--- src/rtl/hazard_stall_controller_if.sv ---
// Pipeline-side signal bundle for hazard_stall_controller.
// StallCnt/FlushCnt exist only when HAZARD_PERF_CNT_EN is defined.
interface hazard_stall_controller_if #(
    parameter int PERF_W = 32
);
    logic [4:0] rs_IF_ID;
    logic [4:0] rt_IF_ID;
    logic       UsesRt_IF_ID;
    logic       MdUse_IF_ID;
    logic [4:0] rt_ID_EX;
    logic       MemRead_ID_EX;
    logic       MdStart_ID_EX;
    logic       Redirect_EX;
    logic       PCWrite;
    logic       IF_ID_Write;
    logic       IF_ID_Flush;
    logic       ID_EX_Bubble;
    logic       MD_Busy;
`ifdef HAZARD_PERF_CNT_EN
    logic [PERF_W-1:0] StallCnt;
    logic [PERF_W-1:0] FlushCnt;

    modport master (
        output rs_IF_ID, rt_IF_ID, UsesRt_IF_ID, MdUse_IF_ID,
               rt_ID_EX, MemRead_ID_EX, MdStart_ID_EX, Redirect_EX,
        input  PCWrite, IF_ID_Write, IF_ID_Flush, ID_EX_Bubble, MD_Busy,
               StallCnt, FlushCnt
    );

    modport slave (
        input  rs_IF_ID, rt_IF_ID, UsesRt_IF_ID, MdUse_IF_ID,
               rt_ID_EX, MemRead_ID_EX, MdStart_ID_EX, Redirect_EX,
        output PCWrite, IF_ID_Write, IF_ID_Flush, ID_EX_Bubble, MD_Busy,
               StallCnt, FlushCnt
    );
`else
    modport master (
        output rs_IF_ID, rt_IF_ID, UsesRt_IF_ID, MdUse_IF_ID,
               rt_ID_EX, MemRead_ID_EX, MdStart_ID_EX, Redirect_EX,
        input  PCWrite, IF_ID_Write, IF_ID_Flush, ID_EX_Bubble, MD_Busy
    );

    modport slave (
        input  rs_IF_ID, rt_IF_ID, UsesRt_IF_ID, MdUse_IF_ID,
               rt_ID_EX, MemRead_ID_EX, MdStart_ID_EX, Redirect_EX,
        output PCWrite, IF_ID_Write, IF_ID_Flush, ID_EX_Bubble, MD_Busy
    );
`endif
endinterface

--- src/rtl/hazard_stall_controller.sv ---
// Load-use / mul-div stall and redirect-flush controller for the 5-stage MIPS pipeline.
// Optional stall/flush performance counters are compiled in with HAZARD_PERF_CNT_EN.
module hazard_stall_controller #(
    parameter int MD_LATENCY = 32,
    parameter int MD_CNT_W   = 6,
    parameter int PERF_W     = 32
) (
    input  logic                        Clk,
    input  logic                        Reset_n,
    hazard_stall_controller_if.slave    hz
);

    localparam logic [0:0] S_RUN     = 1'b0;
    localparam logic [0:0] S_MD_BUSY = 1'b1;

    logic [0:0]          state;
    logic [MD_CNT_W-1:0] md_cnt;
    logic                md_busy;
    logic                load_use;
    logic                md_hazard;
    logic                stall;
    logic                pc_write;
    logic                if_id_write;
    logic                if_id_flush;
    logic                id_ex_bubble;

    // A start seen while already busy is ignored; only S_RUN accepts it.
    always_ff @(posedge Clk or negedge Reset_n) begin
        if (!Reset_n) begin
            state  <= S_RUN;
            md_cnt <= '0;
        end else begin
            case (state)
                S_RUN: begin
                    if (hz.MdStart_ID_EX) begin
                        state  <= S_MD_BUSY;
                        md_cnt <= MD_CNT_W'(MD_LATENCY);
                    end
                end
                S_MD_BUSY: begin
                    if (md_cnt == MD_CNT_W'(1)) begin
                        state  <= S_RUN;
                        md_cnt <= '0;
                    end else begin
                        md_cnt <= md_cnt - MD_CNT_W'(1);
                    end
                end
                default: begin
                    state  <= S_RUN;
                    md_cnt <= '0;
                end
            endcase
        end
    end

    assign md_busy   = (state == S_MD_BUSY);
    assign load_use  = hz.MemRead_ID_EX && (hz.rt_ID_EX != 5'd0) &&
                       ((hz.rt_ID_EX == hz.rs_IF_ID) ||
                        (hz.UsesRt_IF_ID && (hz.rt_ID_EX == hz.rt_IF_ID)));
    assign md_hazard = hz.MdUse_IF_ID && (md_busy || hz.MdStart_ID_EX);
    assign stall     = load_use || md_hazard;

    // Redirect outranks any stall; reset overrides everything asynchronously.
    always_comb begin
        pc_write     = 1'b1;
        if_id_write  = 1'b1;
        if_id_flush  = 1'b0;
        id_ex_bubble = 1'b0;
        if (!Reset_n) begin
            pc_write     = 1'b0;
            if_id_write  = 1'b0;
            if_id_flush  = 1'b1;
            id_ex_bubble = 1'b1;
        end else if (hz.Redirect_EX) begin
            if_id_flush  = 1'b1;
            id_ex_bubble = 1'b1;
        end else if (stall) begin
            pc_write     = 1'b0;
            if_id_write  = 1'b0;
            id_ex_bubble = 1'b1;
        end
    end

    assign hz.PCWrite      = pc_write;
    assign hz.IF_ID_Write  = if_id_write;
    assign hz.IF_ID_Flush  = if_id_flush;
    assign hz.ID_EX_Bubble = id_ex_bubble;
    assign hz.MD_Busy      = md_busy;

`ifdef HAZARD_PERF_CNT_EN
    logic [PERF_W-1:0] stall_cnt;
    logic [PERF_W-1:0] flush_cnt;

    always_ff @(posedge Clk or negedge Reset_n) begin
        if (!Reset_n) begin
            stall_cnt <= '0;
            flush_cnt <= '0;
        end else begin
            if (hz.Redirect_EX) begin
                flush_cnt <= flush_cnt + PERF_W'(1);
            end else if (stall) begin
                stall_cnt <= stall_cnt + PERF_W'(1);
            end
        end
    end

    assign hz.StallCnt = stall_cnt;
    assign hz.FlushCnt = flush_cnt;
`endif

endmodule

--- src/flat_wrapper.sv ---
// flat-port wrapper written by rule: the top's interface ports become plain ports
module hazard_stall_controller_flat 
#(
    parameter int MD_LATENCY = 32,
    parameter int MD_CNT_W   = 6,
    parameter int PERF_W     = 32
)
  (Clk, Reset_n, hz_rs_IF_ID, hz_rt_IF_ID, hz_UsesRt_IF_ID, hz_MdUse_IF_ID, hz_rt_ID_EX, hz_MemRead_ID_EX, hz_MdStart_ID_EX, hz_Redirect_EX, hz_PCWrite, hz_IF_ID_Write, hz_IF_ID_Flush, hz_ID_EX_Bubble, hz_MD_Busy);
  hazard_stall_controller_if #(.PERF_W(PERF_W)) hz_i ();
  input  logic Clk;
  input  logic Reset_n;
  input wire logic [$bits(hz_i.rs_IF_ID)-1:0] hz_rs_IF_ID;
  input wire logic [$bits(hz_i.rt_IF_ID)-1:0] hz_rt_IF_ID;
  input wire logic [$bits(hz_i.UsesRt_IF_ID)-1:0] hz_UsesRt_IF_ID;
  input wire logic [$bits(hz_i.MdUse_IF_ID)-1:0] hz_MdUse_IF_ID;
  input wire logic [$bits(hz_i.rt_ID_EX)-1:0] hz_rt_ID_EX;
  input wire logic [$bits(hz_i.MemRead_ID_EX)-1:0] hz_MemRead_ID_EX;
  input wire logic [$bits(hz_i.MdStart_ID_EX)-1:0] hz_MdStart_ID_EX;
  input wire logic [$bits(hz_i.Redirect_EX)-1:0] hz_Redirect_EX;
  output wire logic [$bits(hz_i.PCWrite)-1:0] hz_PCWrite;
  output wire logic [$bits(hz_i.IF_ID_Write)-1:0] hz_IF_ID_Write;
  output wire logic [$bits(hz_i.IF_ID_Flush)-1:0] hz_IF_ID_Flush;
  output wire logic [$bits(hz_i.ID_EX_Bubble)-1:0] hz_ID_EX_Bubble;
  output wire logic [$bits(hz_i.MD_Busy)-1:0] hz_MD_Busy;
  assign hz_i.rs_IF_ID = hz_rs_IF_ID;
  assign hz_i.rt_IF_ID = hz_rt_IF_ID;
  assign hz_i.UsesRt_IF_ID = hz_UsesRt_IF_ID;
  assign hz_i.MdUse_IF_ID = hz_MdUse_IF_ID;
  assign hz_i.rt_ID_EX = hz_rt_ID_EX;
  assign hz_i.MemRead_ID_EX = hz_MemRead_ID_EX;
  assign hz_i.MdStart_ID_EX = hz_MdStart_ID_EX;
  assign hz_i.Redirect_EX = hz_Redirect_EX;
  assign hz_PCWrite = hz_i.PCWrite;
  assign hz_IF_ID_Write = hz_i.IF_ID_Write;
  assign hz_IF_ID_Flush = hz_i.IF_ID_Flush;
  assign hz_ID_EX_Bubble = hz_i.ID_EX_Bubble;
  assign hz_MD_Busy = hz_i.MD_Busy;
  hazard_stall_controller #(.MD_LATENCY(MD_LATENCY), .MD_CNT_W(MD_CNT_W), .PERF_W(PERF_W)) u_core (.Clk(Clk), .Reset_n(Reset_n), .hz(hz_i));
endmodule
--- config.mk ---
export PLATFORM = sky130hd
export DESIGN_NAME = hazard_stall_controller_flat
export DESIGN_NICKNAME = d
export VERILOG_FILES = /design/src/rtl/hazard_stall_controller_if.sv /design/src/rtl/hazard_stall_controller.sv /design/src/flat_wrapper.sv
export SDC_FILE = /design/constraint.sdc
export NUM_CORES = 1
export LEC_CHECK = 0
export CORE_UTILIZATION = 35
export DETAILED_ROUTE_END_ITERATION = 7
export MAX_ROUTING_LAYER = met4
export PLACE_DENSITY = 0.73
export SLEW_MARGIN = 20
export SYNTH_ARGS = -nofsm -noshare
export SYNTH_HDL_FRONTEND = slang
export SYNTH_SLANG_ARGS = --single-unit
export TNS_END_PERCENT = 5
--- constraint.sdc ---
create_clock -name Clk -period 2.2 [get_ports Clk]
set_input_delay 0.66 -clock Clk [delete_from_list [all_inputs] [get_ports Clk]]
set_output_delay 0.66 -clock Clk [all_outputs]
set_load 0.03 [all_outputs]
* Yosys cells after proc, flatten, opt, wreduce, memory -nomap -nowiden
Index checks and enable logic that the tools add are counted.
Storage, ports and cells: input bits 22, output and inout port bits 5, flip-flop bits (word level) 7, word-level logic and storage cells 30
Cells by class: reductions and logical operators 8, bitwise gates (word level) 1, muxes and demuxes 14, $add $sub $neg 1, eq/ne operators 4
Operators with widths (number):
- 6-bit 2-to-1 mux | 2
- 6-bit case mux with 2 select lines | 1
- 5-bit equality test | 2
- 1-bit 2-to-1 mux | 10
- 6-bit by 1-bit equality test with 1-bit output (second input constant) | 1
- 6-bit by 1-bit subtractor with 6-bit output (second input constant) | 1
- 5-bit nonzero test | 1
- 1-bit logical AND | 4
- 1-bit logical OR | 3
- 2-bit inequality test (second input constant) | 1
- 1-bit case mux with 2 select lines | 1
- 1-bit inverter | 1

* Logic depth before layout (Yosys ltp)
Gate-level depths: netlist of the first run.
depth after elaboration 8, depth in mapped cells 6

* Worst setup path before layout of the first run
No wires, ideal clock.
kind input -> output, from input hz_rt_ID_EX[0], to output hz_PCWrite, required time 1540 ps, arrival time 1920 ps, stages 4, slack -380 ps, path through or4_1 -> o21ai_1 -> o311a_1 -> buf_4
Between the ends: word-level cells in the longest chain between the ends 8, elaborated cells on any way between the ends 11, those cells by class eq/ne (2); mux (3); reduce/logical (6)
Ends and longest elaborated chain:
- start: declaration | line flat_wrapper.sv:16 | input wire logic [$bits(hz_i.rt_ID_EX)-1:0] hz_rt_ID_EX;
- 5-bit equality test | line hazard_stall_controller.sv:59 | (hz.UsesRt_IF_ID && (hz.rt_ID_EX == hz.rt_IF_ID)));
- 1-bit logical AND | line hazard_stall_controller.sv:59
- 1-bit logical OR | line hazard_stall_controller.sv:58 | ((hz.rt_ID_EX == hz.rs_IF_ID) ||
- 1-bit logical AND * | line hazard_stall_controller.sv:57 | assign load_use = hz.MemRead_ID_EX && (hz.rt_ID_EX != 5'd0) &&
- 1-bit logical OR * | line hazard_stall_controller.sv:61 | assign stall = load_use || md_hazard;
- 1-bit 2-to-1 mux * (3 in a row)
- end: declaration | line flat_wrapper.sv:20 | output wire logic [$bits(hz_i.PCWrite)-1:0] hz_PCWrite;
Every way passes the cells marked *; elsewhere a longest branch is shown, timed or not.

* Worst setup path in the final report of the first run
from input hz_rt_IF_ID[3], to output hz_ID_EX_Bubble
Between the ends: word-level cells in the longest chain between the ends 8
Ends and longest elaborated chain:
- start: declaration | line flat_wrapper.sv:13 | input wire logic [$bits(hz_i.rt_IF_ID)-1:0] hz_rt_IF_ID;
- 5-bit equality test | line hazard_stall_controller.sv:59
- 1-bit logical AND | line hazard_stall_controller.sv:59
- 1-bit logical OR | line hazard_stall_controller.sv:58
- 1-bit logical AND | line hazard_stall_controller.sv:57
- 1-bit logical OR | line hazard_stall_controller.sv:61
- 1-bit 2-to-1 mux | line hazard_stall_controller.sv:77 | end else if (stall) begin
- 1-bit 2-to-1 mux | line hazard_stall_controller.sv:74 | end else if (hz.Redirect_EX) begin
- 1-bit 2-to-1 mux | line hazard_stall_controller.sv:69 | if (!Reset_n) begin
- end: declaration | line flat_wrapper.sv:23 | output wire logic [$bits(hz_i.ID_EX_Bubble)-1:0] hz_ID_EX_Bubble;
Every way passes these cells.

==> results of run 1 <==
## power by group through the flow
| stage | combinational (µW) | clock, µW | sequential (µW) |
|---|---|---|---|
| CTS | 101 | 119 | 129 |
| global placement | 102 | 0 | 131 |
| finish | 108 | 116 | 129 |
| floorplan | 36.5 | 0 | 131 |
| global route | 116 | 128 | 129 |
| detailed placement | 103 | 0 | 131 |
## worst max-delay path by stage
stage	slack, ns	end	from	depth (start not counted)
floorplan	-0.24	hz_PCWrite	hz_rt_ID_EX[0]	4
global placement	-0.68	hz_PCWrite	hz_rt_ID_EX[0]	5
detailed placement	-0.72	hz_ID_EX_Bubble	hz_rt_ID_EX[2]	7
CTS	-0.35	hz_ID_EX_Bubble	hz_rt_IF_ID[1]	7
global route	-0.44	hz_ID_EX_Bubble	hz_rt_IF_ID[3]	7
finish	-0.34	hz_ID_EX_Bubble	hz_rt_IF_ID[3]	7
## state kept, by name (all words and copies together) (netlist names)
signal and count:
u_core.md_cnt 6, u_core.hz.MD_Busy 1
## per-stage QoR
stage / power, µW / hold WS (ns)
2_1_floorplan: 167.6 / 0.3644
3_3_place_gp: 233.0 / 0.5034
3_5_place_dp: 234.0 / 0.5145
4_1_cts: 349.3 / 0.5276
5_1_grt: 372.6 / 0.5526
6_report: 353.3 / 0.5195
## what timing repair did
action,in CTS,in global routing
hold buffers,0,0
hold endpoints to repair,0,0
gates resized for setup,49,12
pin swaps,15,5
endpoints found under the setup margin,4,4
## cells in the final DEF, fill, tap and decap left out
| cell type | n |
|---|---|
| a21o_1 | 1 |
| a32oi_2 | 1 |
| buf_2 | 4 |
| buf_4 | 8 |
| buf_6 | 10 |
| clkbuf_1 | 1 |
| clkbuf_4 | 3 |
| clkdlybuf4s50_1 | 5 |
| dfrtp_1 | 7 |
| dlygate4sd2_1 | 7 |
| dlymetal6s2s_1 | 1 |
| ha_1 | 2 |
| inv_1 | 3 |
| mux2i_1 | 1 |
| nand2_1 | 5 |
| nand2b_1 | 4 |
| nand3b_1 | 1 |
| nand4_1 | 1 |
| nor2_1 | 3 |
| nor3_1 | 3 |
| nor3b_1 | 2 |
| nor4_2 | 1 |
| o2111ai_2 | 1 |
| o21ai_0 | 3 |
| o21ai_4 | 1 |
| o22ai_1 | 2 |
| o2bb2ai_1 | 1 |
| o311a_4 | 1 |
| o31ai_1 | 1 |
| o41ai_4 | 1 |
| or4_4 | 1 |
| xnor2_1 | 2 |
| xor2_1 | 6 |
| xor2_2 | 3 |
## routing by layer
| metal | part of all wire, % | vias to the layer above |
|---|---|---|
| met1 | 46 | 257 |
| met2 | 47 | 27 |
| li1 | - | 286 |
| met5 | 0 | - |
| met3 | 7.1 | 2 |
| met4 | 0.27 | 0 |
## worst max-delay path, stage by stage
cell	delay [ns]
buf_6	0.10
xor2_2	0.17
nor4_2	0.31
a32oi_2	0.17
buf_4	0.15
o2111ai_2	0.17
buf_6	0.16
## logic make-up after synthesis
group	after synthesis	share of synthesized area, %
buf+inv	5	4.241
fa+ha+maj	2	4.464
xor+xnor	11	17.19
flops	7	31.25
simple gates	21	21.20
compound gates	13	19.87
mux	1	1.786
## layout make-up
| class | count | area, µm² | share of cell area [%] |
|---|---|---|---|
| inverter | 3 | 11.26 | 1.157 |
| sequential | 7 | 175.2 | 17.99 |
| clock buffer | 4 | 26.28 | 2.699 |
| multi-input combinational | 48 | 424.2 | 43.57 |
| timing repair buffer | 35 | 316.6 | 32.52 |
| tap | 16 | 20.02 | 2.057 |
==> impl_metrics.ini, run 1 <==
[global_routing]
grt_start_max_net_pins = 11
grtUsageTotal_pct = 18.46
met3_usage_pct = 4.741
use_met2_pct = 28.44
grt_pass1_vias = 573
grt_util_met1_pct = 24.04
grt_pass1_wl_um = 2408
busiest_layer = met2
antenna_found_initial = 0
grt.overflow.total = 0

[floorplan]
ioPinCount = 27
start_util_pct = 37.21
dieArea_um2 = 1766
core_um2 = 1506
fp-row-count = 14
die_h_um = 42.02
die_x_um = 42.02

[routing]
drtPass1Iterations = 4
remaining_drc_errors = 0
drt-initial-drc-count = 8
vias = 572
wl_per_cell_um = 13.28
ant_nets = 0
post_drt_via_cell_ratio = 5.062
drt_wl_total_um = 1501

[clocking]
cts-root-buf = clkbuf_4
clock_latency_ns = 0.25
numCtsBuffers = 3
post_cts_buffers = 0
clkTransAtPathRegs_ns = 0.05
cts_htree_levels = 1
cts.sinks = 7
cts_tree = built
clockBufferDepth = 2

[layout]
antenna_cells = 0
fin_area_um2 = 973.4
syn_to_final_growth_pct = 73.66
nFillCells = 141
drive_above_1_share_pct = 36.08
utilization_pct = 64.62
fin_cells = 113
num-nets-final = 122

[worst_setup_path]
r2r_slack_ns = 0.59
startpoint_type = input port
critPathRequiredTime_ns = 1.54
endpoint_kind = primary output
crit_fanout = 2
crit_type = input port to primary output
r2r-start = u_core.md_cnt[1]$_DFFE_PN0N_
cp.arrival_ns = 1.88
worstRegToRegCells = 6
r2r_end = u_core.md_cnt[2]$_DFFE_PN0N_

[hold_path]
hold_path_end = u_core.md_cnt[5]$_DFFE_PN0N_
min_from = u_core.md_cnt[5]$_DFFE_PN0N_
min_path_cells = 2
hold_path_class = flop to flop

[sta]
finalSetupTns_ns = -1.005
fin_crit_sh_pct = 115.3
fin_crit_ns = 2.537
finalMaxSlewViolations = 0
max_freq_mhz = 394.2
maxSlewHeadroom_pct = 70.05
finClkSkew_ns = 0.004087
worstMarginPinSlew_ns = 0.4477
grt_setup_unrepaired = yes
hold_violations = 0
setup-violations-final = 3
worst_slack_ns = -0.3367

[status]
violations = negative setup slack
outcome = finished with violations

[logic_synthesis]
synth_edf_count = 0
seq_area_frac_synth_pct = 31.25
synthFlopType = dfrtp_1
synth_cell_types = 27
synthArstFlopShare_pct = 100.0
synth_area_leaders = dfrtp_1, xor2_1, o41ai_4
syn_inst = 60
synthesis.area_um2 = 560.5
synth_most_common_cell = xor2_1
netlist.area_leader.share_pct = 31.25
postSynthAreaPerCell_um2 = 9.342
netlist.top_cell.by_area = dfrtp_1
syn_nets = 84
ys_seq_elements = 7
yosys_warnings = 0
synth_common_cells = xor2_1, dfrtp_1, nand2_1

[power]
leakage_uw = 0.0004419
clkPwrFrac_pct = 32.9
share_seq_of_total_power_pct = 36.5
intPower_uw = 258.3
swShare_pct = 26.89
power.switching_uw = 94.99
powerDensity_nw_per_um2 = 362.9
pwr-share-comb_pct = 30.6
ir_worst_vdd_mv = 0.2523

[placed_design]
portBuffers = 26
gp_congestion = 0.7505
dp_cells = 109
post-dp-hpwl_um = 1160
dp_slack_ns = -0.7191
dpl_cell_area_um2 = 907.1

[run]
maxCapViolations = 0
Note: power is estimated with default switching activity, not from simulation.
==> inputs of run 2 (changes only) <==
--- a/config.mk
+++ b/config.mk
@@ -5,11 +5,11 @@
 export SDC_FILE = /design/constraint.sdc
 export NUM_CORES = 1
 export LEC_CHECK = 0
-export CORE_UTILIZATION = 35
+export CORE_AREA = 2 2 39 41
 export DETAILED_ROUTE_END_ITERATION = 7
+export DIE_AREA = 0 0 41 43
+export DONT_BUFFER_PORTS = 1
 export MAX_ROUTING_LAYER = met4
-export PLACE_DENSITY = 0.73
-export SLEW_MARGIN = 20
 export SYNTH_ARGS = -nofsm -noshare
 export SYNTH_HDL_FRONTEND = slang
 export SYNTH_SLANG_ARGS = --single-unit
==> run 2 against run 1 <==
Net effect:
- the flow still finishes with violations (negative setup slack)
- sequential power about the same
- global-route usage decreased by 3.8 points
- critical endpoint is now hz_PCWrite
- critical path depth decreased by 4
==> impl_metrics.ini, run 2 (synthesis gave the netlist of run 1 again) <==
[status]
outcome = finished with violations
violations = negative setup slack

[routing]
post_drt_via_cell_ratio = 5.525
drt-initial-drc-count = 5
drtPass1Iterations = 2
drt_wl_total_um = 1064
wl_per_cell_um = 13.30
vias = 442
ant_nets = 0
remaining_drc_errors = 0

[worst_setup_path]
critPathCapture = hz_PCWrite
r2r_end = u_core.md_cnt[2]$_DFFE_PN0N_
max_stage_delay_ns = 0.52
path_buf_inv = 0
startpoint_type = input port
path_cells = or4_1, o21ai_2, o311a_4
endpoint_kind = primary output
worstRegToRegCells = 6
crit_type = input port to primary output
cp.arrival_ns = 1.69
crit_fanout = 3
r2r-start = u_core.md_cnt[1]$_DFFE_PN0N_
r2r_slack_ns = 0.59
setup.worst_path.start = hz_rt_ID_EX[0]
path_depth = 3
cp_top_family = simple AND/OR/NAND/NOR gates
cp_slowest_cell = or4_1
critPathRequiredTime_ns = 1.54

[sta]
maxSlewHeadroom_pct = 70.17
finalMaxSlewViolations = 0
hold_violations = 0
max_freq_mhz = 425.2
worst_slack_ns = -0.1520
worstMarginPinSlew_ns = 0.4459
hold_slack_ns = 0.1018
setup-violations-final = 3
fin_crit_sh_pct = 106.9
finClkSkew_ns = 0.0004688
fin_crit_ns = 2.352
grt_setup_unrepaired = yes

[layout]
layout_commonest_cell = xor2_1
antenna_cells = 0
largest-register = u_core.md_cnt
drive_above_1_share_pct = 15.63
num-nets-final = 89
layout_common_cells = xor2_1, dfrtp_1, nand2_1
largest_reg_flops = 6
fin_area_um2 = 630.6
syn_to_final_growth_pct = 12.50

[floorplan]
dieArea_um2 = 1763
start_util_pct = 40.51
core_um2 = 1384
ioPinCount = 27
die_h_um = 43
die_x_um = 41
fp-row-count = 14

[hold_path]
hold_path_class = input port to async pin

[global_routing]
grt_pass1_wl_um = 1607
busiest_layer = met2
use_met2_pct = 21.25
grt.overflow.total = 0
antenna_found_initial = 0
grt_pass1_vias = 407
grt_start_max_net_pins = 11
met3_usage_pct = 1.571
grt_util_met1_pct = 16.23
grtUsageTotal_pct = 14.64

[run]
maxCapViolations = 0

[clocking]
clockBufferDepth = 2
clkTransAtPathRegs_ns = 0.05
cts-root-buf = clkbuf_4
cts.sinks = 7
cts_tree = built
cts_htree_levels = 1
clock_latency_ns = 0.25
post_cts_buffers = 0
cts_resized = 0
numCtsBuffers = 3

[power]
share_seq_of_total_power_pct = 45.3
leakage_uw = 0.0002645
power.switching_uw = 69.91
swShare_pct = 24.59
intPower_uw = 214.3
clkPwrFrac_pct = 41.6
powerDensity_nw_per_um2 = 450.8
pwr-share-comb_pct = 13.0
ir_worst_vdd_mv = 0.2083

[placed_design]
post-dp-hpwl_um = 850.9
portBuffers = 0
gp_congestion = 0.7338
dpl_cell_area_um2 = 604.3
dp_slack_ns = -0.1776
run 2: changes by cell type in the layout (fill, tap and decap cells not counted), moves of 3 or more:
| cell | delta |
|---|---|
| buf_2 | -4 |
| buf_4 | -6 |
| buf_6 | -10 |
| clkdlybuf4s50_1 | -5 |
| dlygate4sd2_1 | -7 |
| xor2_1 | +3 |
| xor2_2 | -3 |
run 2: power by group through the flow:
stage | Clock, µW | Combinational, µW | Sequential [µW]
final | 118 | 37.1 | 129
after global routing | 128 | 41.2 | 129
after CTS | 122 | 37.4 | 129
after detailed placement | 0 | 37.3 | 131
after global placement | 0 | 36.9 | 131
after floorplan | 0 | 36.5 | 131
run 2: how the worst min path moves through the flow:
| stage | endpoint | cells after the start |
|---|---|---|
| floorplan | u_core.hz.MD_Busy$_DFF_PN0_ | 0 |
| global placement | u_core.md_cnt[2]$_DFFE_PN0N_ | 0 |
| detailed placement | u_core.md_cnt[2]$_DFFE_PN0N_ | 0 |
| CTS | u_core.md_cnt[5]$_DFFE_PN0N_ | 0 |
| global route | u_core.md_cnt[3]$_DFFE_PN0N_ | 0 |
| finish | u_core.md_cnt[4]$_DFFE_PN0N_ | 0 |
run 2: through the flow:
| step | cells | total power, µW | setup TNS [ns] | utilization, % |
|---|---|---|---|---|
| 2_1_floorplan | 60 | 167.6 | -0.4235 | - |
| 3_3_place_gp | 76 | 168.0 | -0.4793 | 43.67 |
| 3_5_place_dp | 76 | 168.5 | -0.5101 | 43.67 |
| 4_1_cts | 80 | 288.6 | -0.4817 | 45.57 |
| 5_1_grt | 80 | 298.2 | -0.6426 | 45.57 |
| 6_report | 80 | 284.3 | -0.4522 | 45.57 |
run 2: repair_timing:
| action | in CTS | in global routing |
|---|---|---|
| hold buffers | 0 | 0 |
| setup endpoints to repair | 3 | 3 |
| pin swaps | 1 | 0 |
run 2: metal layers:
| layer | part of all wire [%] | up-vias |
|---|---|---|
| li1 | - | 223 |
| met1 | 43 | 200 |
| met2 | 47 | 17 |
| met3 | 8.4 | 2 |
| met4 | 1.4 | 0 |
| met5 | 0 | - |
run 2: final cells by class:
class                           instances  area, µm²
Timing Repair Buffer                    2      15.01
Multi-Input combinational cell         48      382.9
Fill cell                             147      753.2
Clock buffer                            4      26.28
Inverter                                3      11.26
Sequential cell                         7      175.2
Tap cell                               16      20.02
